## config.mk

```make
export PLATFORM = sky130hd
export DESIGN_NAME = pdp8_bus_responder
export DESIGN_NICKNAME = d
export VERILOG_FILES = /design/src/rtl/pdp8_bus_pkg.sv /design/src/rtl/pdp8_bus_decode.sv /design/src/rtl/pdp8_bus_responder.sv
export SDC_FILE = /design/constraint.sdc
export NUM_CORES = 1
export LEC_CHECK = 0
export ABC_AREA = 1
export CORE_ASPECT_RATIO = 0.6
export CORE_UTILIZATION = 30
export CTS_BUF_LIST = sky130_fd_sc_hd__clkbuf_4 sky130_fd_sc_hd__clkbuf_8 sky130_fd_sc_hd__clkbuf_16
export CTS_CLUSTER_SIZE = 16
export DETAILED_ROUTE_END_ITERATION = 8
export SLEW_MARGIN = 20
export SYNTH_ARGS = -nofsm -noshare
export SYNTH_HDL_FRONTEND = slang
export SYNTH_SLANG_ARGS = --single-unit
```

## constraint.sdc

```tcl
create_clock -name clk -period 2.2 [get_ports clk]
set_input_delay 0.44 -clock clk [delete_from_list [all_inputs] [get_ports clk]]
set_output_delay 0.44 -clock clk [all_outputs]
set_load 0.05 [all_outputs]
```

## src/rtl/pdp8_bus_pkg.sv

```systemverilog
// Shared types and constants for the PDP-8 pin-bus responder.
// Holds data phase codes, the IO-select opcode, the fetch FSM state type,
// the decoded-bus payload struct and the nibble-select helper.
package pdp8_bus_pkg;

    localparam int unsigned DATA_W  = 12;
    localparam int unsigned NIB_W   = 4;
    localparam int unsigned IOSEL_W = 5;
    localparam int unsigned CNT_W   = 2;

    localparam logic [1:0] PH_HI  = 2'b00;
    localparam logic [1:0] PH_MID = 2'b01;
    localparam logic [1:0] PH_LO  = 2'b10;

    localparam logic [2:0] IO_SEL_CODE = 3'b011;

    typedef enum logic [1:0] {
        ST_IDLE  = 2'd0,
        ST_FETCH = 2'd1,
        ST_VALID = 2'd2
    } state_t;

    typedef enum logic [1:0] {
        CYC_NONE  = 2'd0,
        CYC_ADDR  = 2'd1,
        CYC_IOSEL = 2'd2,
        CYC_DATA  = 2'd3
    } cyc_t;

    typedef struct packed {
        cyc_t       kind;
        logic       addr_hi;   // address latch targets addr[11:6]
        logic [1:0] phase;     // data phase selector
        logic       wr;        // data phase carries write data
        logic [5:0] payload;   // raw bus[5:0]
    } bus_dec_t;

    // Pick the 4-bit slice of a 12-bit word addressed by a data phase.
    function automatic logic [NIB_W-1:0] nibble_sel(input logic [DATA_W-1:0] w,
                                                    input logic [1:0] ph);
        case (ph)
            PH_HI:   return w[11:8];
            PH_MID:  return w[7:4];
            default: return w[3:0];
        endcase
    endfunction

endpackage

```

## src/rtl/pdp8_bus_decode.sv

```systemverilog
// Combinational classifier for one byte of the CPU pin bus.
// Ports: bus (CPU output pins), dec_c (cycle kind, phase, write flag, payload).
// With PDP8_BUS_IO_EN undefined, IO-select bytes decode as CYC_NONE.
module pdp8_bus_decode
    import pdp8_bus_pkg::*;
(
    input  logic [7:0] bus,
    output bus_dec_t   dec_c
);

    always_comb begin
        dec_c.kind    = CYC_NONE;
        dec_c.addr_hi = bus[6];
        dec_c.phase   = bus[6:5];
        dec_c.wr      = bus[4];
        dec_c.payload = bus[5:0];
        if (bus[7]) begin
            dec_c.kind = CYC_ADDR;
        end else if (bus[7:5] != IO_SEL_CODE) begin
            dec_c.kind = CYC_DATA;
        end
`ifdef PDP8_BUS_IO_EN
        else begin
            dec_c.kind = CYC_IOSEL;
        end
`endif
    end

endmodule

```

## src/rtl/pdp8_bus_responder.sv

```systemverilog
// Far-end responder for the PDP-8 8-bit multiplexed pin bus.
// Latches addresses, fetches 12-bit words from a synchronous SRAM (or IO
// device), returns them nibble by nibble on bus_in and assembles nibble
// writes into 12-bit write strobes.
// Ports: clk/rst (sync, active-high); bus_out in; bus_in out; SRAM port
// mem_addr/mem_rd/mem_rdata/mem_wr/mem_wdata; IO port io_mode/io_sel/
// io_rdata/io_wr/io_wdata; rd_valid.
// Optional feature macro: PDP8_BUS_IO_EN enables IO select and IO access.
module pdp8_bus_responder
    import pdp8_bus_pkg::*;
#(
    parameter int unsigned MEM_LAT = 1,   // 1..3
    parameter int unsigned ADDR_W  = 12   // must be 12
) (
    input  logic              clk,
    input  logic              rst,
    input  logic [7:0]        bus_out,
    output logic [3:0]        bus_in,
    output logic [ADDR_W-1:0] mem_addr,
    output logic              mem_rd,
    input  logic [11:0]       mem_rdata,
    output logic              mem_wr,
    output logic [11:0]       mem_wdata,
    output logic              io_mode,
    output logic [4:0]        io_sel,
    input  logic [11:0]       io_rdata,
    output logic              io_wr,
    output logic [11:0]       io_wdata,
    output logic              rd_valid
);

    bus_dec_t            dec_c;
    state_t              state, state_nxt;
    logic [CNT_W-1:0]    cnt, cnt_nxt;
    logic [DATA_W-1:0]   rd_buf, rd_buf_nxt_c, fetch_data_c, commit_word_c;
    logic                rd_valid_nxt_c, fetch_done_c, commit_c;
    logic [1:0]          rd_sel, rd_sel_nxt_c;
    logic [7:0]          wtmp;
    logic                have_hi, have_mid;
    logic                is_addr, is_io, is_rd_ph, is_wr_ph;

    pdp8_bus_decode u_decode (
        .bus   (bus_out),
        .dec_c (dec_c)
    );

    assign is_addr       = (dec_c.kind == CYC_ADDR);
    assign is_io         = (dec_c.kind == CYC_IOSEL);
    assign is_rd_ph      = (dec_c.kind == CYC_DATA) && !dec_c.wr;
    assign is_wr_ph      = (dec_c.kind == CYC_DATA) && dec_c.wr;
    assign commit_word_c = {wtmp, dec_c.payload[3:0]};

    // FSM state register
    always_ff @(posedge clk) begin
        if (rst) begin
            state <= ST_IDLE;
            cnt   <= '0;
        end else begin
            state <= state_nxt;
            cnt   <= cnt_nxt;
        end
    end

    // FSM next state: a latch or IO select (re)starts a fetch
    always_comb begin
        state_nxt = state;
        cnt_nxt   = cnt;
        if (is_addr) begin
            state_nxt = ST_FETCH;
            cnt_nxt   = CNT_W'(MEM_LAT - 1);   // capture lands MEM_LAT edges after the latch
        end else if (is_io) begin
            state_nxt = ST_FETCH;
            cnt_nxt   = '0;                   // IO data is sampled on the very next edge
        end else if (state == ST_FETCH) begin
            if (cnt == '0) begin
                state_nxt = ST_VALID;
            end else begin
                cnt_nxt = cnt - CNT_W'(1);
            end
        end
    end

    // FSM outputs: read buffer update, commit beats fetch capture
    always_comb begin
        fetch_done_c   = (state == ST_FETCH) && (cnt == '0) && !is_addr && !is_io;
        commit_c       = is_wr_ph && (dec_c.phase == PH_LO) && have_mid;
        rd_buf_nxt_c   = rd_buf;
        rd_valid_nxt_c = rd_valid;
        rd_sel_nxt_c   = is_rd_ph ? dec_c.phase : rd_sel;
        if (is_addr || is_io) begin
            rd_valid_nxt_c = 1'b0;
        end else if (commit_c) begin
            rd_buf_nxt_c   = commit_word_c;
            rd_valid_nxt_c = 1'b1;
        end else if (fetch_done_c) begin
            rd_buf_nxt_c   = fetch_data_c;
            rd_valid_nxt_c = 1'b1;
        end
    end

    // Address, read path and memory write strobes
    always_ff @(posedge clk) begin
        if (rst) begin
            mem_addr  <= '0;
            mem_rd    <= 1'b0;
            mem_wr    <= 1'b0;
            mem_wdata <= '0;
            rd_buf    <= '0;
            rd_valid  <= 1'b0;
            rd_sel    <= PH_HI;
            bus_in    <= '0;
            wtmp      <= '0;
            have_hi   <= 1'b0;
            have_mid  <= 1'b0;
        end else begin
            mem_rd   <= is_addr;
            mem_wr   <= commit_c && !io_mode;
            rd_buf   <= rd_buf_nxt_c;
            rd_valid <= rd_valid_nxt_c;
            rd_sel   <= rd_sel_nxt_c;
            // Tracks the selected nibble so write-through data shows up at once
            bus_in   <= nibble_sel(rd_buf_nxt_c, rd_sel_nxt_c);
            if (commit_c && !io_mode) begin
                mem_wdata <= commit_word_c;
            end
            if (is_addr) begin
                if (dec_c.addr_hi) begin
                    mem_addr[11:6] <= dec_c.payload;
                end else begin
                    mem_addr[5:0] <= dec_c.payload;
                end
            end
            // A commit needs a complete HI, MID, LO write sequence since reset
            if (is_wr_ph) begin
                case (dec_c.phase)
                    PH_HI: begin
                        wtmp[7:4] <= dec_c.payload[3:0];
                        have_hi   <= 1'b1;
                        have_mid  <= 1'b0;
                    end
                    PH_MID: begin
                        if (have_hi) begin
                            wtmp[3:0] <= dec_c.payload[3:0];
                            have_mid  <= 1'b1;
                        end
                    end
                    default: begin
                        have_hi  <= 1'b0;
                        have_mid <= 1'b0;
                    end
                endcase
            end
        end
    end

`ifdef PDP8_BUS_IO_EN
    logic io_src;

    // IO select state and IO write strobes
    always_ff @(posedge clk) begin
        if (rst) begin
            io_mode  <= 1'b0;
            io_sel   <= '0;
            io_wr    <= 1'b0;
            io_wdata <= '0;
            io_src   <= 1'b0;
        end else begin
            io_wr <= commit_c && io_mode;
            if (commit_c && io_mode) begin
                io_wdata <= commit_word_c;
            end
            if (is_addr) begin
                io_mode <= 1'b0;
                io_src  <= 1'b0;
            end else if (is_io) begin
                io_mode <= 1'b1;
                io_sel  <= IOSEL_W'(dec_c.payload[4:0]);
                io_src  <= 1'b1;
            end
        end
    end

    assign fetch_data_c = io_src ? io_rdata : mem_rdata;
`else
    logic unused_io_rdata;

    assign io_mode         = 1'b0;
    assign io_sel          = '0;
    assign io_wr           = 1'b0;
    assign io_wdata        = '0;
    assign fetch_data_c    = mem_rdata;
    assign unused_io_rdata = ^io_rdata;
`endif

endmodule

```

* Word-level counts from Yosys, hierarchy flattened *
Cells that the tools add are included.

storage, ports and cells
  input bits = 34
  output and inout port bits = 50
  bits in registers = 59

cells by class
  equality and inequality tests = 9
  muxes and demuxes = 16
  reductions and logical operators = 28
  bitwise logic cells = 3
  add/sub/neg operators = 1

operator list
  operator                                                                  count
  12-bit two-way mux                                                        3
  2-bit AND reduction                                                       8
  2-bit by 1-bit == test with 1-bit output (second input constant)          4
  1-bit two-way mux                                                         8
  4-bit case mux with 2 select lines                                        1
  1-bit logical AND                                                         7
  2-bit == test (second input constant)                                     3
  2-bit logical NOT                                                         3
  2-bit two-way mux                                                         3
  3-bit nonzero test                                                        2
  1-bit logical NOT                                                         3
  3-bit by 2-bit inequality test with 1-bit output (second input constant)  1
  1-bit inverter                                                            3
  3-bit AND reduction                                                       1
  3-bit OR reduction                                                        1
  2-bit inequality test (second input constant)                             1
  1-bit case mux with 2 select lines                                        1
  2-bit nonzero test                                                        1
  2-bit OR reduction                                                        1
  2-bit by 1-bit subtractor with 2-bit output (second input constant)       1
  1-bit logical OR                                                          1

* Depth between registers and ports, before layout *
  depth after elaboration = 11
  gate-level depth with buffers = 12
  mapped depth without buffers = 11

* Modules after synthesis *
From an unflattened synthesis, not the netlist that was laid out.

unflattened totals
  cell total of the unflattened synthesis = 402
  area total of the unflattened synthesis = 2830.2 um^2

by module, submodules not included
  module              cells each  sequential area each (um^2)  area an instance (um^2)  instances
  pdp8_bus_responder  390         1181.1                       2742.6                   1
  pdp8_bus_decode     12          0.0                          87.6                     1

* Worst setup path before layout *
Ideal clock, no wire load.

  path kind = register to register
  from = reg cnt[0]
  to = reg bus_in[2]
  cell stages (with the launch flop) = 10
  arrival = 1.292 ns
  library setup time = 0.119 ns
  path slack = 0.789 ns
  period minus slack after synthesis = 1.411 ns
  path through = dfxtp_1 > inv_1 > ha_1 > buf_2 > nand3_4 > buf_6 > o211ai_1 > nand2_1 > nand2_1 > nand3_1

between the ends
  cells in the longest elaborated chain, start to end = 8

RTL lines
  element                             line                       text
  start, declared                     pdp8_bus_responder.sv:34   logic [CNT_W-1:0] cnt, cnt_nxt;
  start signal, assigned              pdp8_bus_responder.sv:60   cnt <= cnt_nxt;
  2-bit logical NOT                   pdp8_bus_responder.sv:85   fetch_done_c = (state == ST_FETCH) && (cnt == '0) && !is_addr && !is_io;
  1-bit logical AND (3 in a row)      pdp8_bus_responder.sv:85
  12-bit two-way mux                  pdp8_bus_responder.sv:95   end else if (fetch_done_c) begin
  12-bit two-way mux                  pdp8_bus_responder.sv:92   end else if (commit_c) begin
  12-bit two-way mux                  pdp8_bus_responder.sv:90   if (is_addr || is_io) begin
  4-bit case mux with 2 select lines  pdp8_bus_pkg.sv:41         case (ph)
  end signal, assigned                pdp8_bus_responder.sv:122  bus_in <= nibble_sel(rd_buf_nxt_c, rd_sel_nxt_c);
  end, declared                       pdp8_bus_responder.sv:18   output logic [3:0] bus_in,

No other way between the ends.
A chain may end at the register's enable or synchronous reset.

* Worst setup path in the final report *
  from = reg mem_addr[6]
  to = out mem_addr[6]

RTL lines
  element                 line                       text
  start, declared         pdp8_bus_responder.sv:19   output logic [ADDR_W-1:0] mem_addr,
  start signal, assigned  pdp8_bus_responder.sv:128  mem_addr[11:6] <= dec_c.payload;

No word-level cell between the ends.

==> flow_summary_export.csv <==
group,metric,value,unit
cells_and_area,drive_above_1_share,11.7,%
floorplan,core_area,0.00807,sq mm
drt,via_per_inst,4.34,
logic_synthesis,ys_ff_latch,59,
timing,fin_ws,275,ps
hold_path,hold_end,"wtmp[7]",
logic_synthesis,yosysMostFrequentCell,"nand2_1",
floorplan,floorplan.initialDensity,31.6,%
floorplan,die_w,121,um
power_and_ir_drop,swShare,27.6,%
global_routing,grt_pass1_wl,10.4,mm
timing,slew_headroom,65.2,%
timing,rsz0062_at_grt,"false",
critical_path,crit_path_start_kind,"flop",
critical_path,crit_fanout,2,
logic_synthesis,yosysTopAreaCellShare,46.3,%
place,portBuffers,52,
power_and_ir_drop,p_leak,1.52,nW
power_and_ir_drop,cellInternalPower,2.06,mW
timing,setup_viol,0,
drt,totalWireLength,6.26,mm
critical_path,worstPathArrival,1490,ps
drt,drcViolationCount,0,
critical_path,rr_worst_depth,7,
cts,cts_buffers,9,
place,gp_congestion,0.752,
cts,cts_tree,"yes",
run,cap_violations,0,
power_and_ir_drop,power_frac_seq,39.9,%
floorplan,die_h,73.5,um
cts,hold_buffers,0,
logic_synthesis,async_reset_ff_share,0,%
timing,setup_tns,0,ps
drt,dr_total_vias,2219,
hold_path,hp-start,"wtmp[7]",
critical_path,required,1760,ps
hold_path,min_path_type,"flop to flop",
critical_path,r2r_start,"cnt[0]",
cells_and_area,nNetsFinal,433,
drt,drtIter0Drc,130,
critical_path,cp.depth,1,
power_and_ir_drop,power_switching,0.784,mW
timing,fin_crit,1930,ps
global_routing,grt_pass1_vias,2103,
logic_synthesis,synthFlopType,"dfxtp_1",
cts,cts_buffer_depth,2,
floorplan,num_rows,25,
logic_synthesis,syn_area_per_cell,7.60,sq um
place,dp_slack,121,ps
cells_and_area,multi_input_area,0.00107,sq mm
cts,htree_levels,3,
power_and_ir_drop,ir_worst_vdd,0.352,mV
timing,hold_viol_final,0,
cts,post_cts_buffers,0,
critical_path,critical_path_class,"flop to output pin",
cts,root_buffer,"clkbuf_16",
timing,period_share,87.5,%
place,dp_hpwl,4.55,mm
cells_and_area,seq_area,0.00118,sq mm
timing,final_max_slew_viol_count,0,
global_routing,grt_usage,15.6,%
floorplan,die_area,0.00889,sq mm
timing,worst_pin_slew,520,ps
drt,drt_pre_antenna_iters,4,
critical_path,worst_path_max_delay_cell,"clkdlybuf4s50_1",
floorplan,io_pins,84,
logic_synthesis,synth-edff-count,0,
cells_and_area,n_antenna_cell,0,
timing,finClkSkew,6.25,ps
logic_synthesis,ys_seq_area_share,46.3,%
cts,cts-resized-gates,0,
hold_path,whs_path_depth,2,
cells_and_area,area_growth,34.6,%
critical_path,crit_buf_inv,1,
global_routing,grt_overflow_total,0,
logic_synthesis,yosysTopAreaCell,"dfxtp_1",
critical_path,crit_family,"buffers and inverters",
logic_synthesis,synthCells,336,
critical_path,end_kind,"output pin",
logic_synthesis,synthTopCellsByCount,"65 x nand2_1, 59 x dfxtp_1, 37 x nor2_1, 36 x a21oi_1, 35 x inv_1",
power_and_ir_drop,power_density,827,mW/mm^2
cts,cts.sinks,59,
global_routing,grt_max_degree,31,
power_and_ir_drop,p_clk_share,45.4,%
global_routing,antenna_found_initial,0,
logic_synthesis,synth.yosys.warnings,0,
power_and_ir_drop,pwr-share-comb,14.7,%
drt,ant_nets,0,
logic_synthesis,yosys-top-cells-area,"dfxtp_1 46%, nand2_1 9.6%, a21oi_1 7.1%",
drt,wire_per_inst,12.3,um
critical_path,cpPeakStageDelay,820,ps
cts,path_clk_slew,50,ps
cells_and_area,fillers,842,
outcome,outcome,"finished clean",
critical_path,crit_chain,"clkdlybuf4s50_1",
timing,max_freq,519,MHz
cts,clk_latency,330,ps
critical_path,r2r-end,"bus_in[2]",
critical_path,startpoint,"mem_addr[6]",
critical_path,rrSetupSlack,520,ps
logic_synthesis,synthesis.area,0.00255,sq mm
logic_synthesis,synth_cell_type_count,31,
## metal layers
layer / GRT usage (%) / vias up / share of wire [%]
li1: - / 1168 / -
met1: 21.4 / 986 / 50
met2: 22.0 / 59 / 41
met3: 5.67 / 6 / 8.0
met4: 6.31 / 0 / 0.77
met5: 0 / - / 0
## state kept, by name (all words and copies together) (netlist names)
name,flops
mem_addr,12
wtmp,8
mem_wdata,12
have_mid,1
rd_buf,12
bus_in,4
mem_wr,1
mem_rd,1
rd_sel,2
rd_valid,1
state,2
cnt,2
have_hi,1
## cell type report
| type | instances | area share [%] |
|---|---|---|
| Sequential cell | 59 | 34.4 |
| Clock inverter | 5 | 0.801 |
| Timing Repair Buffer | 64 | 17.8 |
| Clock buffer | 11 | 7.36 |
| Inverter | 41 | 4.55 |
| Tap cell | 108 | 3.93 |
| Multi-Input combinational cell | 223 | 31.2 |
## worst max path at each step
| stage | to |
|---|---|
| after detailed placement | bus_in[1] |
| final | mem_addr[6] |
| after CTS | mem_addr[6] |
| after global routing | bus_in[1] |
| after floorplan | bus_in[2] |
| after global placement | bus_in[1] |
## placed cells by master, fill, tap and decap left out, types with 4 or more instances in the layout
cell | netlist | final
clkbuf_16 | 0 | 9
nand4_1 | 6 | 6
buf_4 | 20 | 12
inv_1 | 35 | 35
inv_2 | 4 | 4
nand2_1 | 65 | 65
clkdlybuf4s50_1 | 0 | 52
clkinv_2 | 0 | 4
o21ai_0 | 22 | 22
o211ai_1 | 5 | 5
dfxtp_1 | 59 | 59
nand3_1 | 13 | 13
conb_1 | 1 | 19
a21oi_1 | 36 | 36
nor2_1 | 37 | 37
## stage by stage
step           utilization (%)  power [mW]  instance area [sq um]  std cells  hold slack (ps)
3_5_place_dp              39.1        1.57                   3150        495              434
5_1_grt                   42.6        2.96                   3430        511              480
6_report                  42.6        2.84                   3430        511              449
4_1_cts                   42.6        2.87                   3430        511              455
2_1_floorplan                -        1.47                   2620        354              424
3_3_place_gp              39.1        1.57                   3150        495              435
## worst register-to-register path: cells and delay by family (launching register included)
kind                       cells  cell delay (ps)
AOI/OAI and AO/OA              1              290
DFF                            1              290
buffers and inverters          1               80
and+or+nand+nor                4              520
adders and majority gates      1              390
## power by group through the flow
stage / Combinational [mW] / Sequential, mW / Clock (mW)
finish: 0.417 / 1.13 / 1.29
global placement: 0.413 / 1.15 / 0
detailed placement: 0.416 / 1.15 / 0
CTS: 0.418 / 1.13 / 1.32
global route: 0.454 / 1.14 / 1.37
floorplan: 0.235 / 1.23 / 0
## kinds of logic after synthesis
logic type	synth area share, %
compound gates	15.0
simple gates	23.7
buf+inv	14.4
other cells	0.147
flops	46.3
fa+ha+maj	0.490
(Power assumes the default switching activity.)
==> variant, RTL diff (config.mk and constraints unchanged) <==
Add a define of `PDP8_BUS_IO_EN`.
--- a/src/rtl/pdp8_bus_decode.sv
+++ b/src/rtl/pdp8_bus_decode.sv
@@ -2,4 +2,6 @@
 // Ports: bus (CPU output pins), dec_c (cycle kind, phase, write flag, payload).
 // With PDP8_BUS_IO_EN undefined, IO-select bytes decode as CYC_NONE.
+`define PDP8_BUS_IO_EN
+
 module pdp8_bus_decode
     import pdp8_bus_pkg::*;
Function: changed (Yosys sat finds a counterexample within 4 cycles, from zero or initial values and one cycle with rst high).
==> variant against the original RTL <==
  * Routed wire length rose by 40%
  * Die area increased by 21%
  * Critical path depth stayed put
  * Area after synthesis grew 21%
  * Clock power grew 22%
  * Sequential cell count rose by 19
  * Non-clock buffer count up 38
  * Maximum frequency is 2.4% lower
  * Setup slack got worse by 0.048 ns
  * Power grew 22%
  * Cell area increased by 30%
  * Clock skew barely moved
  * Critical path type unchanged
  * Largest power group unchanged
  * Highest routed layer unchanged
==> variant: results (changes against the original RTL) <==
result of the run complete, no violations; Seq/Total Area, Yosys 50.5% (+4.2 points); worst slew pin tran 0.520 ns (-0.000491 ns); endpoints failing hold 0 (unchanged); Cell Count Post-Placement 622 (+26%); global-route wire length before repair 14300 um (+38%); DR iter-0 viols 156 (+20%); crit-path leading delay family buffers and inverters; Resized Gates After CTS 0 (unchanged); ys async rst share 0% (unchanged); diodes inserted 0 (unchanged); hold crit path type flip-flop to flip-flop; Routed WL 8790 um (+40%); Synthesized Nets between 400 and 500; drt wl/cell 13.8 um (+12%); Pleak 1.80 nW (+18%); Post-CTS Setup Bufs 0 (unchanged); clock-pin slew on the worst setup and hold paths roughly 0.060 ns; Mean Syn Cell Area 7.66 um2 (+0.78%); nets@finish 533 (+23%); clk_lat worst skew 0.34 ns; H-tree depth 3 (unchanged); Post-synth top cells 85 x nand2_1, 78 x dfxtp_1, 47 x o21ai_0; slowest cell on the critical path clkdlybuf4s50_1; post-synth top area cell dfxtp_1; maximum vdd ir drop 375 uV (+6.6%); YS warnings 0 (unchanged); GPL Wtd Cong 0.858 (+14%); clock skew 0.00576 ns (-0.000494 ns); met2 Use GR 26.5% (+4.5 points); total track usage 17.5% (+1.8 points); GR Layer Usage met1 22.9% (+1.4 points); hpwl dp 6460 um (+42%); ranking of synthesized cells by area dfxtp_1 50%, nand2_1 10%, o21ai_0 7.6%; switching fraction of total power 24.1% (-3.5 points); met3 Track Usage GR 7.07% (+1.4 points); largest net degree at the start of global routing 34 (+9.7%); CTS Buf Count 9 (unchanged); slowest cell delay on critical path 0.82 ns (about the same); layout cells sized above 1 9.94% (-1.7 points); Vias/cell 4.68 (+7.9%); post-synth cell types 27 (-13%); Clock Tree Root clkbuf_16; Clock Tree Buf Depth 2 (unchanged); initial antenna violation count 0 (unchanged); vias in the first global route 2938 (+40%); Critical Path Fanout Max 2 (unchanged); IO buf count 83 (+60%); Pre-antenna DRT Iters 5 (+1)
-- variant: cell families (layout without fill, tap and decap cells) --
logic type      after synthesis  count (layout)  synth area share (%)
flops                        78              78                  50.5
xor+xnor                      1               1                 0.283
simple gates                175             175                  26.3
buf+inv                      54             153                  7.08
fa+ha+maj                     1               1                 0.404
compound gates               95              95                  15.5
-- variant: power by group through the flow --
| stage | combinational, W | sequential [W] | clock, W |
|---|---|---|---|
| after floorplan | 0.000140 | 0.00159 | 0 |
| after CTS | 0.000405 | 0.00148 | 0.00161 |
| after global routing | 0.000439 | 0.00148 | 0.00169 |
| after global placement | 0.000398 | 0.00151 | 0 |
| final | 0.000405 | 0.00148 | 0.00158 |
| after detailed placement | 0.000403 | 0.00151 | 0 |
-- variant: cell type report --
class | count | area [um2]
repair buffers | 102 | 971
flip-flops and latches | 78 | 1560
fillers | 993 | 5480
clock buffers | 14 | 288
well taps | 135 | 169
multi-input cells | 272 | 1310
inverters | 35 | 131
clock inverters | 2 | 37.5
-- variant: path summary, 6_finish.rpt --
kind / start / endpoint / slack, ns / cells past startpoint
min: cnt[1] / cnt[1] / 0.47 / 2
min reg2reg: cnt[1] / cnt[1] / 0.47 / 2
max: io_sel[0] / io_sel[0] / 0.23 / 1
max reg2reg: cnt[0] / bus_in[1] / 0.58 / 9
-- variant: routing by layer --
metal,vias to the layer above,part of all wire [%]
li1,1528,-
met1,1353,51
met2,98,42
met3,10,6.0
met4,0,1.5
met5,-,0
-- variant: tightest hold or removal path, cell delays in order (launching register included) --
cell and delay, ns:
dfxtp_1 0.31, nand2_1 0.06, a21oi_1 0.06
-- variant: through the flow --
stage	util [%]	setup WS (ns)	area (um2)	total power [W]
after detailed placement	41.7	-0.0103	4150	0.00191
after global routing	44.9	0.161	4470	0.00361
after global placement	41.7	0.0192	4150	0.00190
after CTS	44.9	0.217	4470	0.00349
after floorplan	-	0.459	3090	0.00173
final	44.9	0.227	4470	0.00346
